===== config.mk =====
export PLATFORM = sky130hd
export DESIGN_NAME = uart_rx_fifo
export DESIGN_NICKNAME = d
export VERILOG_FILES = /design/src/rtl/uart_rx_fifo.sv
export SDC_FILE = /design/constraint.sdc
export NUM_CORES = 1
export LEC_CHECK = 0
export BUFFER_PORTS_ARGS = -buffer_cell sky130_fd_sc_hd__buf_2
export CORE_UTILIZATION = 53
export CTS_CLUSTER_SIZE = 24
export DETAILED_ROUTE_END_ITERATION = 10
export GPL_ROUTABILITY_DRIVEN = 0
export PLACE_DENSITY = 0.75
export SLEW_MARGIN = 5
export SYNTH_ARGS = -nofsm -noshare
export SYNTH_HDL_FRONTEND = slang
export SYNTH_SLANG_ARGS = --single-unit

===== constraint.sdc =====
create_clock -name clk -period 2.3 [get_ports clk]
set_clock_uncertainty 0.1 [all_clocks]
set_input_delay 0.69 -clock clk [delete_from_list [all_inputs] [get_ports clk]]
set_output_delay 0.69 -clock clk [all_outputs]
set_load 0.02 [all_outputs]

===== src/rtl/uart_rx_fifo.sv =====
// UART receiver: 16x oversampled 8N1-style deserialiser with its own baud tick,
// sticky framing/overrun flags and a first-word-fall-through receive FIFO.
module uart_rx_fifo #(
  parameter int DBIT    = 8,
  parameter int SB_TICK = 16,
  parameter int FIFO_W  = 2
) (
  input  logic            clk,
  input  logic            reset,
  input  logic            rx,
  input  logic [10:0]     dvsr,
  input  logic            rd_uart,
  input  logic            clr_err,
  output logic [DBIT-1:0] r_data,
  output logic            rx_empty,
  output logic            rx_full,
  output logic            frame_err,
  output logic            overrun_err
);

  localparam int S_MAX = (SB_TICK > 16) ? SB_TICK : 16;
  localparam int S_W   = $clog2(S_MAX);
  localparam int N_W   = (DBIT > 1) ? $clog2(DBIT) : 1;
  localparam int DEPTH = 1 << FIFO_W;

  localparam logic [S_W-1:0] S_MID      = S_W'(7);
  localparam logic [S_W-1:0] S_DATA_END = S_W'(15);
  localparam logic [S_W-1:0] S_STOP_END = S_W'(SB_TICK - 1);
  localparam logic [N_W-1:0] N_LAST     = N_W'(DBIT - 1);

  typedef enum logic [1:0] {IDLE, START, DATA, STOP} state_t;

  // ---------------- baud tick generator ----------------
  logic [10:0] tick_cnt;
  logic [10:0] dvsr_q;
  logic        tick;

  assign tick = (tick_cnt == dvsr_q);

  // Divisor is captured at each wrap so a mid-period change cannot skip the match.
  always_ff @(posedge clk) begin
    if (!reset) begin
      tick_cnt <= '0;
      dvsr_q   <= dvsr;
    end else if (tick) begin
      tick_cnt <= '0;
      dvsr_q   <= dvsr;
    end else begin
      tick_cnt <= tick_cnt + 11'd1;
    end
  end

  // ---------------- input synchroniser ----------------
  logic rx_meta;
  logic rxs;

  always_ff @(posedge clk) begin
    if (!reset) begin
      rx_meta <= 1'b1;
      rxs     <= 1'b1;
    end else begin
      rx_meta <= rx;
      rxs     <= rx_meta;
    end
  end

  // ---------------- receive FSM ----------------
  state_t          state_q, state_d;
  logic [S_W-1:0]  s_q, s_d;
  logic [N_W-1:0]  n_q, n_d;
  logic [DBIT-1:0] b_q, b_d;
  logic            push_req;
  logic            frame_set;

  always_ff @(posedge clk) begin
    if (!reset) begin
      state_q <= IDLE;
      s_q     <= '0;
      n_q     <= '0;
      b_q     <= '0;
    end else begin
      state_q <= state_d;
      s_q     <= s_d;
      n_q     <= n_d;
      b_q     <= b_d;
    end
  end

  always_comb begin
    state_d   = state_q;
    s_d       = s_q;
    n_d       = n_q;
    b_d       = b_q;
    push_req  = 1'b0;
    frame_set = 1'b0;
    unique case (state_q)
      IDLE: begin
        if (!rxs) begin
          s_d     = '0;
          state_d = START;
        end
      end
      START: begin
        if (tick) begin
          if (s_q == S_MID) begin
            if (!rxs) begin
              s_d     = '0;
              n_d     = '0;
              state_d = DATA;
            end else begin
              state_d = IDLE;
            end
          end else begin
            s_d = s_q + S_W'(1);
          end
        end
      end
      DATA: begin
        if (tick) begin
          if (s_q == S_DATA_END) begin
            s_d = '0;
            b_d = {rxs, b_q[DBIT-1:1]};
            if (n_q == N_LAST) state_d = STOP;
            else               n_d     = n_q + N_W'(1);
          end else begin
            s_d = s_q + S_W'(1);
          end
        end
      end
      STOP: begin
        if (tick) begin
          if (s_q == S_STOP_END) begin
            state_d   = IDLE;
            push_req  = rxs;
            frame_set = ~rxs;
          end else begin
            s_d = s_q + S_W'(1);
          end
        end
      end
      default: state_d = IDLE;
    endcase
  end

  // ---------------- receive FIFO ----------------
  logic [DBIT-1:0]   mem [DEPTH];
  logic [FIFO_W-1:0] wr_ptr, rd_ptr;
  logic              full_q, empty_q;
  logic              wr_en, rd_en, overrun_set;

  // A push into a full FIFO is accepted only when a pop frees a slot that cycle.
  assign wr_en       = push_req & (~full_q | rd_uart);
  assign rd_en       = rd_uart & ~empty_q;
  assign overrun_set = push_req & full_q & ~rd_uart;

  always_ff @(posedge clk) begin
    if (wr_en) mem[wr_ptr] <= b_q;
  end

  always_ff @(posedge clk) begin
    if (!reset) begin
      wr_ptr  <= '0;
      rd_ptr  <= '0;
      full_q  <= 1'b0;
      empty_q <= 1'b1;
    end else begin
      unique case ({wr_en, rd_en})
        2'b10: begin
          wr_ptr  <= wr_ptr + FIFO_W'(1);
          empty_q <= 1'b0;
          full_q  <= ((wr_ptr + FIFO_W'(1)) == rd_ptr);
        end
        2'b01: begin
          rd_ptr  <= rd_ptr + FIFO_W'(1);
          full_q  <= 1'b0;
          empty_q <= ((rd_ptr + FIFO_W'(1)) == wr_ptr);
        end
        2'b11: begin
          wr_ptr <= wr_ptr + FIFO_W'(1);
          rd_ptr <= rd_ptr + FIFO_W'(1);
        end
        default: ;
      endcase
    end
  end

  // ---------------- sticky error flags (set beats clear) ----------------
  always_ff @(posedge clk) begin
    if (!reset) begin
      frame_err   <= 1'b0;
      overrun_err <= 1'b0;
    end else begin
      if (frame_set)    frame_err <= 1'b1;
      else if (clr_err) frame_err <= 1'b0;
      if (overrun_set)  overrun_err <= 1'b1;
      else if (clr_err) overrun_err <= 1'b0;
    end
  end

  assign r_data   = mem[rd_ptr];
  assign rx_empty = empty_q;
  assign rx_full  = full_q;

endmodule


==> results of run 1 <==
==> power by group through the flow <==
stage,sequential [uW],clock (uW),combinational [uW]
after CTS,1570,1060,101
after detailed placement,1610,0,100
final,1570,1050,101
after global routing,1580,1120,110
after global placement,1610,0,98.8
after floorplan,1610,0,55.0
==> layout by cell type, fill, tap and decap left out, types with 3 or more instances in the layout <==
master	Yosys	final
a21oi_1	6	6
and2_4	0	4
and3_1	3	3
buf_12	0	6
buf_2	1	19
buf_4	0	17
buf_6	0	8
clkbuf_8	0	9
dfxtp_1	40	39
edfxtp_1	43	43
ha_1	11	8
inv_1	9	8
mux2i_1	11	11
mux4_2	8	8
nand2_1	19	19
nand3_1	7	7
nand4_1	8	8
nor2_1	30	30
nor2b_1	3	3
nor3_1	4	4
nor4_4	0	3
o21ai_0	3	3
o22ai_1	3	3
xnor2_1	7	7
xor2_1	22	21
==> metrics by stage <==
| step | total power (uW) | utilization | area, um^2 | setup WS [ps] |
|---|---|---|---|---|
| 2_1_floorplan | 1660 | - | 3560 | -96.7 |
| 3_3_place_gp | 1710 | 0.622 | 3970 | 4.53 |
| 3_5_place_dp | 1710 | 0.622 | 3970 | -113 |
| 4_1_cts | 2740 | 0.663 | 4230 | -16.5 |
| 5_1_grt | 2810 | 0.669 | 4270 | -160 |
| 6_report | 2720 | 0.669 | 4270 | 15.1 |
==> state kept, by name, indices dropped and copies added, names as in the netlist, named ones only <==
signal and flops:
rx_meta 1, rx_empty 1, s_q 4, rxs 1
dvsr_q 11, frame_err 1, b_q 8, mem 32
wr_ptr 2, state_q 1, tick_cnt 11, overrun_err 1
n_q 3, rd_ptr 2, rx_full 1
==> cell families after synthesis <==
kind of cell,after synthesis
simple gates,93
flops,83
xor+xnor,29
compound gates,24
buf+inv,20
mux,19
fa+ha+maj,11
==> cell type report <==
class / count / share of cell area
multi-input combinational: 176 / 0.332
clock inverter: 7 / 0.0176
timing repair buffer: 50 / 0.101
clock buffer: 9 / 0.0290
inverter: 9 / 0.00790
tap: 77 / 0.0225
sequential: 83 / 0.490
==> worst register-to-register path, delay by kind of cell (launching register included) <==
kind / cells / cell delay [ps]
AOI/OAI and AO/OA: 1 / 60
xor gates and xnor gates: 1 / 180
adders and majority gates: 1 / 240
buffers and inverters: 1 / 80
DFF: 1 / 380
and+or+nand+nor: 5 / 1160
==> final timing paths <==
path | from | to | slack, ps | cells after the start
worst min-delay path | rx_meta$_SDFF_PN1_ | rxs$_SDFF_PN1_ | 320 | 1
worst max register to register | dvsr_q[1]$_DFFE_PP_ | rx_full$_SDFFE_PN0P_ | 30 | 9
worst min register to register | rx_meta$_SDFF_PN1_ | rxs$_SDFF_PN1_ | 320 | 1
worst max-delay path | register | r_data[2] | 20 | 3
==> timing repair <==
item                                   4_1_cts  5_1_grt
endpoints found under the hold margin        0        0
gates resized for setup                     19       10
gates cloned                                 0        0
setup buffers                                0        1
pin swaps                                    3        2
setup endpoints to repair                   42       43
==> routing by layer <==
metal	part of all wire	global-route usage	routed length [um]	vias up
met4	0.017	0.105	104	0
met5	0	0	0	-
met1	0.43	0.229	2590	1077
met3	0.032	0.0398	193	9
met2	0.53	0.326	3200	45
li1	-	-	-	1104
==> key figures, run 1 <==
Placed design
  • Placed cells: 394
  • HPWL after detailed placement: 4300 um
  • Port bufs: 27

Power and ir drop
  • Peak supply drop: ~440 uV
  • Switching power: 605 uW
  • Combinational power share: 0.037
  • Power share of the sequential group: 0.578
  • Power per cell area: 636 nW/um^2
  • Switching part of the total: 0.223
  • LEAKAGE: 0.00166 uW
  • Internal: 2110 uW
  • Power share of the clock group: 0.385

Logic synthesis
  • Synth Area in XOR/XNOR: 0.0723
  • Compound-Gate Fraction of Synth Area: 0.0488
  • Commonest cells in the netlist: edfxtp_1 (43), dfxtp_1 (40), nor2_1 (30), xor2_1 (22), nand2_1 (19)
  • Most used DFF post-synth: edfxtp_1
  • Combinational family with the most area after synthesis: simple AND/OR/NAND/NOR gates
  • Register area share after synthesis: 0.596
  • Adder-cell share of the synthesized area: 0.0392
  • Most frequent cell after synthesis: edfxtp_1
  • Synth cell types: 45
  • Area contributors post-synth: edfxtp_1 (37%), dfxtp_1 (23%), xor2_1 (5.5%)
  • Gate count of the mapped netlist: 279
  • Simple-gate share of the synthesized area: 0.139
  • Top cell type by total area after synthesis: edfxtp_1
  • Synth Register Bits: 83
  • Share of flip-flops with an asynchronous set or reset: 0
  • Mapped Avg Cell Area: 12.6 um^2
  • Synth Cell Area: roughly 3500 um^2
  • Post-synth EDFFs: 43
  • Mux cell area share after synthesis: 0.0827
  • Yosys top cell area share: 0.368
  • Yosys warns: 0
  • Syn_nets: 306

Routing
  • TritonRoute pass-1 iters: 4
  • Drt drc: 0
  • DR WL/cell: 14.8 um
  • DRT antenna net count: 0
  • Final wirelength: 6090 um
  • Initial drt markers: 75
  • Routed vias/inst: 5.44
  • DR vias: 2235

Clocking
  • CTS buffer count: 9
  • CTS root buf: clkbuf_8
  • H-tree Lvls: 3
  • CTS max path bufs: 2
  • Hold buffer count at cts: 0
  • Clk sink count: 83
  • Clk Latency, worst-skew pair: 350 ps
  • CTS tree: yes
  • Clock-pin slew on the worst setup and hold paths: 90 ps

Final layout
  • Non-Filler Instances: 411
  • Area of the multi-input gates: 1420 um^2
  • Final #Nets: 356
  • Filler Cell Count: 468
  • Layout cells sized above 1: 0.287
  • Reg area: 2090 um^2
  • Ant diodes: 0
  • Area growth from synthesis to layout: 21.7%

Global routing
  • Largest net degree at the start of global routing: 22
  • First-pass GRT wire length: 10200 um
  • Vias in the first global route: 2146
  • Initial antenna violation count: 0
  • Total track usage: 0.192
  • Gr ovfl total: 0

Critical path
  • Data arrival, critical path: approximately 1500 ps
  • Critical-path cell list: buf_12 > mux4_2 > buf_6
  • Slowest-stage cell, CP: mux4_2
  • Slowest stage delay, CP: between 500 and 600 ps
  • Crit path launch type: register
  • CP required: 1510 ps
  • Bufs and invs on worst path: 2
  • Worst setup EP type: output pin
  • Largest delay share family, worst path: multiplexers
  • Crit-path max FO: 8
  • WS Path Type: register to output pin

Worst hold path
  • Worst Hold Class: register to register

Timing
  • Hold Worst Slack: 315 ps
  • Crit path time final: 2280 ps
  • Final period util: 0.993
  • Fmax achieved: 438 MHz
  • Setup TNS Final: 0 ps
  • Final Hold Fails: 0
  • Worst slew pin tran: 483 ps
  • Setup-failing EPs final: 0
  • Slew margin rel.: 0.677
  • Fin. max-slew vios: 0
  • RSZ-0062 raised after global routing: true

Floorplan
  • Die area: 6950 um^2
  • Die Y-Extent: 83.4 um
  • Die X: 83.4 um
  • Ports: 28
  • Std cell rows: 29
  • Starting Density: 0.550
  • Core area: 6390 um^2

Status
  • Outcome: complete, no violations

Job
  • Max-cap viol count: 0
Power figures use the tool's default switching activity.
==> inputs of run 2 (changes only) <==
Settings changed: ABC_CLOCK_PERIOD_IN_PS set to 2370, CORE_UTILIZATION 53 to 59, PLACE_DENSITY 0.75 to 0.79.
Clock period 2.3 ns to 2.37 ns, I/O delays scaled along.
==> run 2 against run 1 <==
First-iteration DRC count up 120%. Worst setup slack improved by 19 ps. Global-route usage grew 2.4 points. Critical path depth did not move. Power grew 3.3%. Cell count is 2.4% lower. Clock power increased by 13%. Non-clock buffer count fell by 5. Sequential power shrank 3%. Sequential share of layout area increased by 0.29 points. Clock-buffer cell count unchanged. Hold slack better by 18 ps.
==> key figures, run 2 (synthesis results as in run 1) <==
Floorplan
  • Die area: 6260 um^2 (was 6950 um^2)
  • Std cell rows: 27 (was 29)
  • Core area: 5610 um^2 (was 6390 um^2)
  • Starting Density: 0.626 (was 0.550)
  • Die X: 79.1 um (was 83.4 um)
  • Ports: 28 (unchanged)
  • Die Y-Extent: 79.1 um (was 83.4 um)

Routing
  • DRT antenna net count: 0 (unchanged)
  • Routed vias/inst: 5.65 (was 5.44)
  • TritonRoute pass-1 iters: 5 (was 4)
  • Initial drt markers: 165 (was 75)
  • Final wirelength: 6210 um (was 6090 um)
  • Drt drc: 0 (unchanged)
  • DR WL/cell: 15.5 um (was 14.8 um)
  • DR vias: 2264 (was 2235)

Critical path
  • WS Path Type: register to output pin (unchanged)
  • Worst setup EP type: output pin (unchanged)
  • Slowest stage delay, CP: 520 ps (was 510 ps)
  • Crit path launch type: register (unchanged)
  • Critical-path cell list: buf_8 > mux4_2 > buf_6 (was buf_12 > mux4_2 > buf_6)
  • Largest delay share family, worst path: multiplexers (unchanged)
  • Bufs and invs on worst path: 2 (unchanged)
  • Crit-path max FO: 8 (unchanged)
  • CP required: 1560 ps (was 1510 ps)
  • Slowest-stage cell, CP: mux4_2 (unchanged)
  • Data arrival, critical path: 1520 ps (was 1490 ps)

Timing
  • Final worst slack: 34.3 ps (was 15.1 ps)
  • Crit path time final: 2340 ps
  • Final period util: 0.986
  • Slew margin rel.: 0.719 (was 0.677)
  • Hold Worst Slack: 334 ps (was 315 ps)
  • RSZ-0062 raised after global routing: true (unchanged)
  • Worst slew pin tran: 421 ps (was 483 ps)
  • Fmax achieved: around 430 MHz
  • Setup TNS Final: 0 ps (unchanged)
  • Final Hold Fails: 0 (unchanged)
  • Setup-failing EPs final: 0 (unchanged)
  • Fin. max-slew vios: 0 (unchanged)

Final layout
  • Final #Nets: 351 (was 356)
  • Most common cell after layout, fill and taps aside: edfxtp_1 (unchanged)
  • Post-route cell area: 4250 um^2 (was 4270 um^2)
  • Ant diodes: 0 (unchanged)
  • Layout Utilization: 0.758 (was 0.669)
  • Area growth from synthesis to layout: 21.1% (was 21.7%)
  • Biggest regs: mem (32), dvsr_q (11), tick_cnt (11) (unchanged)
  • Largest register FFs: 32 (unchanged)
  • Biggest register: mem (unchanged)
  • Commonest non-fill, non-tap cells in the layout: edfxtp_1 (43), dfxtp_1 (38), nor2_1 (30) (was edfxtp_1 (43), dfxtp_1 (39), nor2_1 (30))
  • Layout cells sized above 1: 0.274 (was 0.287)
  • Filler Cell Count: 374 (was 468)

Power and ir drop
  • Peak supply drop: 409 uV (was 444 uV)
  • Switching power: 557 uW (was 605 uW)
  • LEAKAGE: 0.00165 uW (was 0.00166 uW)
  • Internal: 2250 uW (was 2110 uW)
  • Combinational power share: 0.032 (was 0.037)
  • Power share of the clock group: 0.424 (was 0.385)
  • Switching part of the total: 0.198 (was 0.223)
  • Power per cell area: 661 nW/um^2 (was 636 nW/um^2)
  • Power share of the sequential group: 0.544 (was 0.578)

Clocking
  • CTS max path bufs: 2 (unchanged)
  • Clk Latency, worst-skew pair: 340 ps (was 350 ps)
  • CTS root buf: clkbuf_8 (unchanged)
  • Clock-pin slew on the worst setup and hold paths: 80 ps (was 90 ps)
  • CTS tree: yes (unchanged)
  • Clk sink count: 83 (unchanged)
  • CTS buffer count: 9 (unchanged)
  • H-tree Lvls: 3 (unchanged)

Global routing
  • Largest net degree at the start of global routing: 22 (unchanged)
  • First-pass GRT wire length: 9960 um (was 10200 um)
  • Initial antenna violation count: 0 (unchanged)
  • Vias in the first global route: 2133 (was 2146)
  • Gr ovfl total: 0 (unchanged)
  • Total track usage: 0.216 (was 0.192)

Placed design
  • Pre-CTS WS: -24.8 ps (was -113 ps)
  • Port bufs: 27 (unchanged)
  • HPWL after detailed placement: 4350 um (was 4300 um)
  • Area post-placement: 3910 um^2 (was 3970 um^2)

Worst hold path
  • Worst Hold Class: register to register (unchanged)

Job
  • Max-cap viol count: 0 (unchanged)

Status
  • Outcome: complete, no violations (unchanged)
## run 2: layout make-up
cell class / instances / area [um^2] / share of cell area
Clock buffer: 9 / 124 / 0.0291
Clock inverter: 7 / 115 / 0.0271
Inverter: 9 / 33.8 / 0.00795
Multi-Input combinational cell: 176 / 1420 / 0.333
Sequential cell: 83 / 2090 / 0.493
Tap cell: 72 / 90.1 / 0.0212
Timing Repair Buffer: 45 / 378 / 0.0889
## run 2: worst register-to-register path, stage by stage, from the launching register on
cell     delay, ps
dfxtp_1        380
xor2_2         210
nor4_4         310
nand4_1        220
nor4b_4        270
inv_1          110
ha_4           250
nor4_4         240
a21oi_1         70
nor2_1          90
## run 2: path summary, 6_finish.rpt
kind	start	end	slack (ps)	depth (start not counted)
max	register	r_data[6]	30	3
min	rx_meta$_SDFF_PN1_	rxs$_SDFF_PN1_	330	1
max reg2reg	tick_cnt[7]$_SDFF_PP0_	rx_full$_SDFFE_PN0P_	80	9
min reg2reg	rx_meta$_SDFF_PN1_	rxs$_SDFF_PN1_	330	1
## run 2: what timing repair did
item | CTS | global route
endpoints found under the setup margin | 9 | 42
pin swaps | 3 | 2
endpoints found under the hold margin | 0 | 0
resized for setup | 4 | 23
buffers inserted | 0 | 2
hold buffers | 0 | 0
## run 2: metrics by stage
stage | total power, uW | std cells
final | 2810 | 401
after global routing | 2890 | 401
after CTS | 2820 | 399
after detailed placement | 1650 | 383
after global placement | 1650 | 383
after floorplan | 1610 | 279
## run 2: power by group through the flow
stage	registers (uW)	clock network, uW	logic, uW
floorplan	1560	0	53.4
global placement	1560	0	85.9
detailed placement	1560	0	88.4
CTS	1530	1210	89.3
global route	1530	1270	97.6
finish	1530	1190	89.9
## run 2: layer usage
| metal | vias up | share of wire | global-route usage |
|---|---|---|---|
| met4 | 0 | 0.015 | 0.120 |
| met2 | 52 | 0.54 | 0.369 |
| met3 | 8 | 0.032 | 0.0379 |
| met5 | - | 0 | 0 |
| li1 | 1104 | - | - |
| met1 | 1100 | 0.42 | 0.259 |
==> inputs of run 3 (changes only) <==
Settings changed: ABC_CLOCK_PERIOD_IN_PS 2370 to 1900, CORE_ASPECT_RATIO set to 0.6, CORE_UTILIZATION 59 to 53, PLACE_DENSITY 0.79 to 0.75.
Clock period 2.37 ns to 1.9 ns, I/O delays scaled along.
==> run 3 against run 2 <==
The flow now finishes with violations (setup timing). Sequential share of layout area fell by 4.9 points. Flip-flop and latch count stayed put. Non-clock buffer count is 31 higher. Sequential power grew 24%. Power up 24%. First-iteration DRC count is 22% lower. Critical path type is now register to register. Critical endpoint is now mem[3][2]$_DFFE_PP_.
==> key figures, run 3 (synthesis results as in run 1) <==
Final layout
  • Final #Nets: 382 (was 351)
  • Largest register FFs: 32 (unchanged)
  • Biggest regs: mem (32), dvsr_q (11), tick_cnt (11) (unchanged)
  • Layout cells sized above 1: 0.394 (was 0.274)
  • Area growth from synthesis to layout: 34.3% (was 21.1%)
  • Area of the multi-input gates: 1580 um^2 (was 1420 um^2)
  • Ant diodes: 0 (unchanged)
  • Filler Cell Count: 364 (was 374)
  • Biggest register: mem (unchanged)
  • Reg area: 2090 um^2 (about the same)
  • Commonest non-fill, non-tap cells in the layout: edfxtp_1 (43), dfxtp_1 (39), buf_4 (31) (was edfxtp_1 (43), dfxtp_1 (38), nor2_1 (30))
  • Most common cell after layout, fill and taps aside: edfxtp_1 (unchanged)

Routing
  • DR WL/cell: 16.5 um (was 15.5 um)
  • Initial drt markers: 129 (was 165)
  • DRT antenna net count: 0 (unchanged)
  • Routed vias/inst: 5.39 (was 5.65)
  • DR vias: 2394 (was 2264)
  • TritonRoute pass-1 iters: 4 (was 5)
  • Drt drc: 0 (unchanged)
  • Final wirelength: 7320 um (was 6210 um)

Critical path
  • Data arrival, critical path: 2290 ps (was 1520 ps)
  • Reg-to-reg slack, setup: -420 ps (was 80 ps)
  • WS Path Type: register to register (was register to output pin)
  • Crit path launch type: register (unchanged)
  • Crit-path max FO: 8 (unchanged)
  • CP required: 1860 ps (was 1560 ps)
  • Worst setup EP type: register (was output pin)

Timing
  • RSZ-0062 raised after global routing: true (unchanged)
  • Crit path time final: ~2300 ps
  • Final Hold Fails: 0 (unchanged)
  • Fmax achieved: 430 MHz
  • Worst slew pin tran: 324 ps (was 421 ps)
  • Final worst slack: -424 ps (was 34.3 ps)
  • Hold Worst Slack: 281 ps (was 334 ps)
  • Fin. max-slew vios: 0 (unchanged)
  • Slew margin rel.: 0.783 (was 0.719)
  • Final period util: 1.22
  • Setup-failing EPs final: 73 (was 0)

Job
  • Max-cap viol count: 0 (unchanged)

Placed design
  • Port bufs: 27 (unchanged)
  • HPWL after detailed placement: 4720 um (was 4350 um)

Power and ir drop
  • Peak supply drop: 423 uV (was 409 uV)
  • LEAKAGE: 0.00183 uW (was 0.00165 uW)
  • Total power: 3480 uW (was 2810 uW)
  • Power per cell area: 739 nW/um^2 (was 661 nW/um^2)

Global routing
  • Initial antenna violation count: 0 (unchanged)
  • Total track usage: 0.215 (was 0.216)
  • Vias in the first global route: 2196 (was 2133)
  • First-pass GRT wire length: 11000 um (was 9960 um)
  • Largest net degree at the start of global routing: 20 (was 22)
  • Gr ovfl total: 0 (unchanged)

Floorplan
  • Ports: 28 (unchanged)
  • Die Y-Extent: 65.0 um (was 79.1 um)
  • Std cell rows: 22 (was 27)
  • Starting Density: 0.562 (was 0.626)
  • Core area: 6250 um^2 (was 5610 um^2)
  • Die area: 6960 um^2 (was 6260 um^2)
  • Die X: 107 um (was 79.1 um)

Clocking
  • H-tree Lvls: 3 (unchanged)
  • Clk Latency, worst-skew pair: 360 ps (was 340 ps)
  • CTS root buf: clkbuf_8 (unchanged)
  • CTS tree: yes (unchanged)
  • CTS max path bufs: 2 (unchanged)
  • Clk sink count: 83 (unchanged)
  • Clock-pin slew on the worst setup and hold paths: 90 ps (was 80 ps)
  • CTS buffer count: 9 (unchanged)

Worst hold path
  • Worst Hold Class: input pin to register (was register to register)

Status
  • Violated checks: setup timing
  • Outcome: finished with violations (was complete, no violations)
## run 3: changes by cell type in the layout (fill, tap and decap cells not counted), moves of 3 or more
cell / change
buf_4: +18
buf_6: +12
clkinv_4: +3
nand2_1: -3
nor2_1: -5
nor2_2: +3
## run 3: routing by layer
metal	up-vias	share of wire	global-route usage
met5	-	0	0
met4	0	0.010	0.0771
met3	7	0.054	0.0594
met2	57	0.44	0.303
met1	1172	0.49	0.316
li1	1158	-	-
## run 3: final cells by class
| cell class | count | area share |
|---|---|---|
| Clock buffer | 9 | 0.0263 |
| Clock inverter | 7 | 0.0212 |
| Inverter | 9 | 0.00717 |
| Multi-Input combinational cell | 176 | 0.334 |
| Sequential cell | 83 | 0.444 |
| Tap cell | 84 | 0.0223 |
| Timing Repair Buffer | 76 | 0.145 |
## run 3: path summary, 6_finish.rpt
kind	end	cells past startpoint	start
worst min register to register	rxs$_SDFF_PN1_	1	rx_meta$_SDFF_PN1_
worst max register to register	mem[3][2]$_DFFE_PP_	7	dvsr_q[7]$_DFFE_PP_
worst min-delay path	dvsr_q[6]$_DFFE_PP_	1	dvsr[6]
worst max-delay path	mem[3][2]$_DFFE_PP_	7	dvsr_q[7]$_DFFE_PP_
## run 3: worst max-delay path, cell delays in order (launching register included)
cell,delay [ps]
edfxtp_1,410
xor2_2,170
nor4_4,300
nand4_1,230
nor4b_4,320
buf_4,150
buf_6,120
and2_4,220
## run 3: through the flow
| step | util | std cells | setup TNS (ps) | cell area (um^2) | worst slack, ps |
|---|---|---|---|---|---|
| 6_report | 0.755 | 444 | -18380 | 4710 | -424 |
| 5_1_grt | 0.755 | 444 | -25250 | 4710 | -521 |
| 4_1_cts | 0.707 | 435 | -15440 | 4420 | -400 |
| 3_5_place_dp | 0.655 | 418 | -14430 | 4090 | -404 |
| 3_3_place_gp | 0.655 | 418 | -12780 | 4090 | -367 |
| 2_1_floorplan | - | 279 | -11260 | 3570 | -496 |
## run 3: where the power goes
| group | total, uW | internal, uW | switching [uW] | leakage (uW) |
|---|---|---|---|---|
| Clock | 1410 | 748 | 658 | 0.000110 |
| Combinational | 173 | 83.6 | 89.1 | 0.000997 |
| Sequential | 1900 | 1890 | 13.3 | 0.000728 |
## run 3: repair_timing
item	in CTS	in global routing
setup buffers	1	7
pin swaps	5	21
gates resized for setup	28	41
hold buffers	0	0
setup endpoints to repair	64	80
cloned	0	3
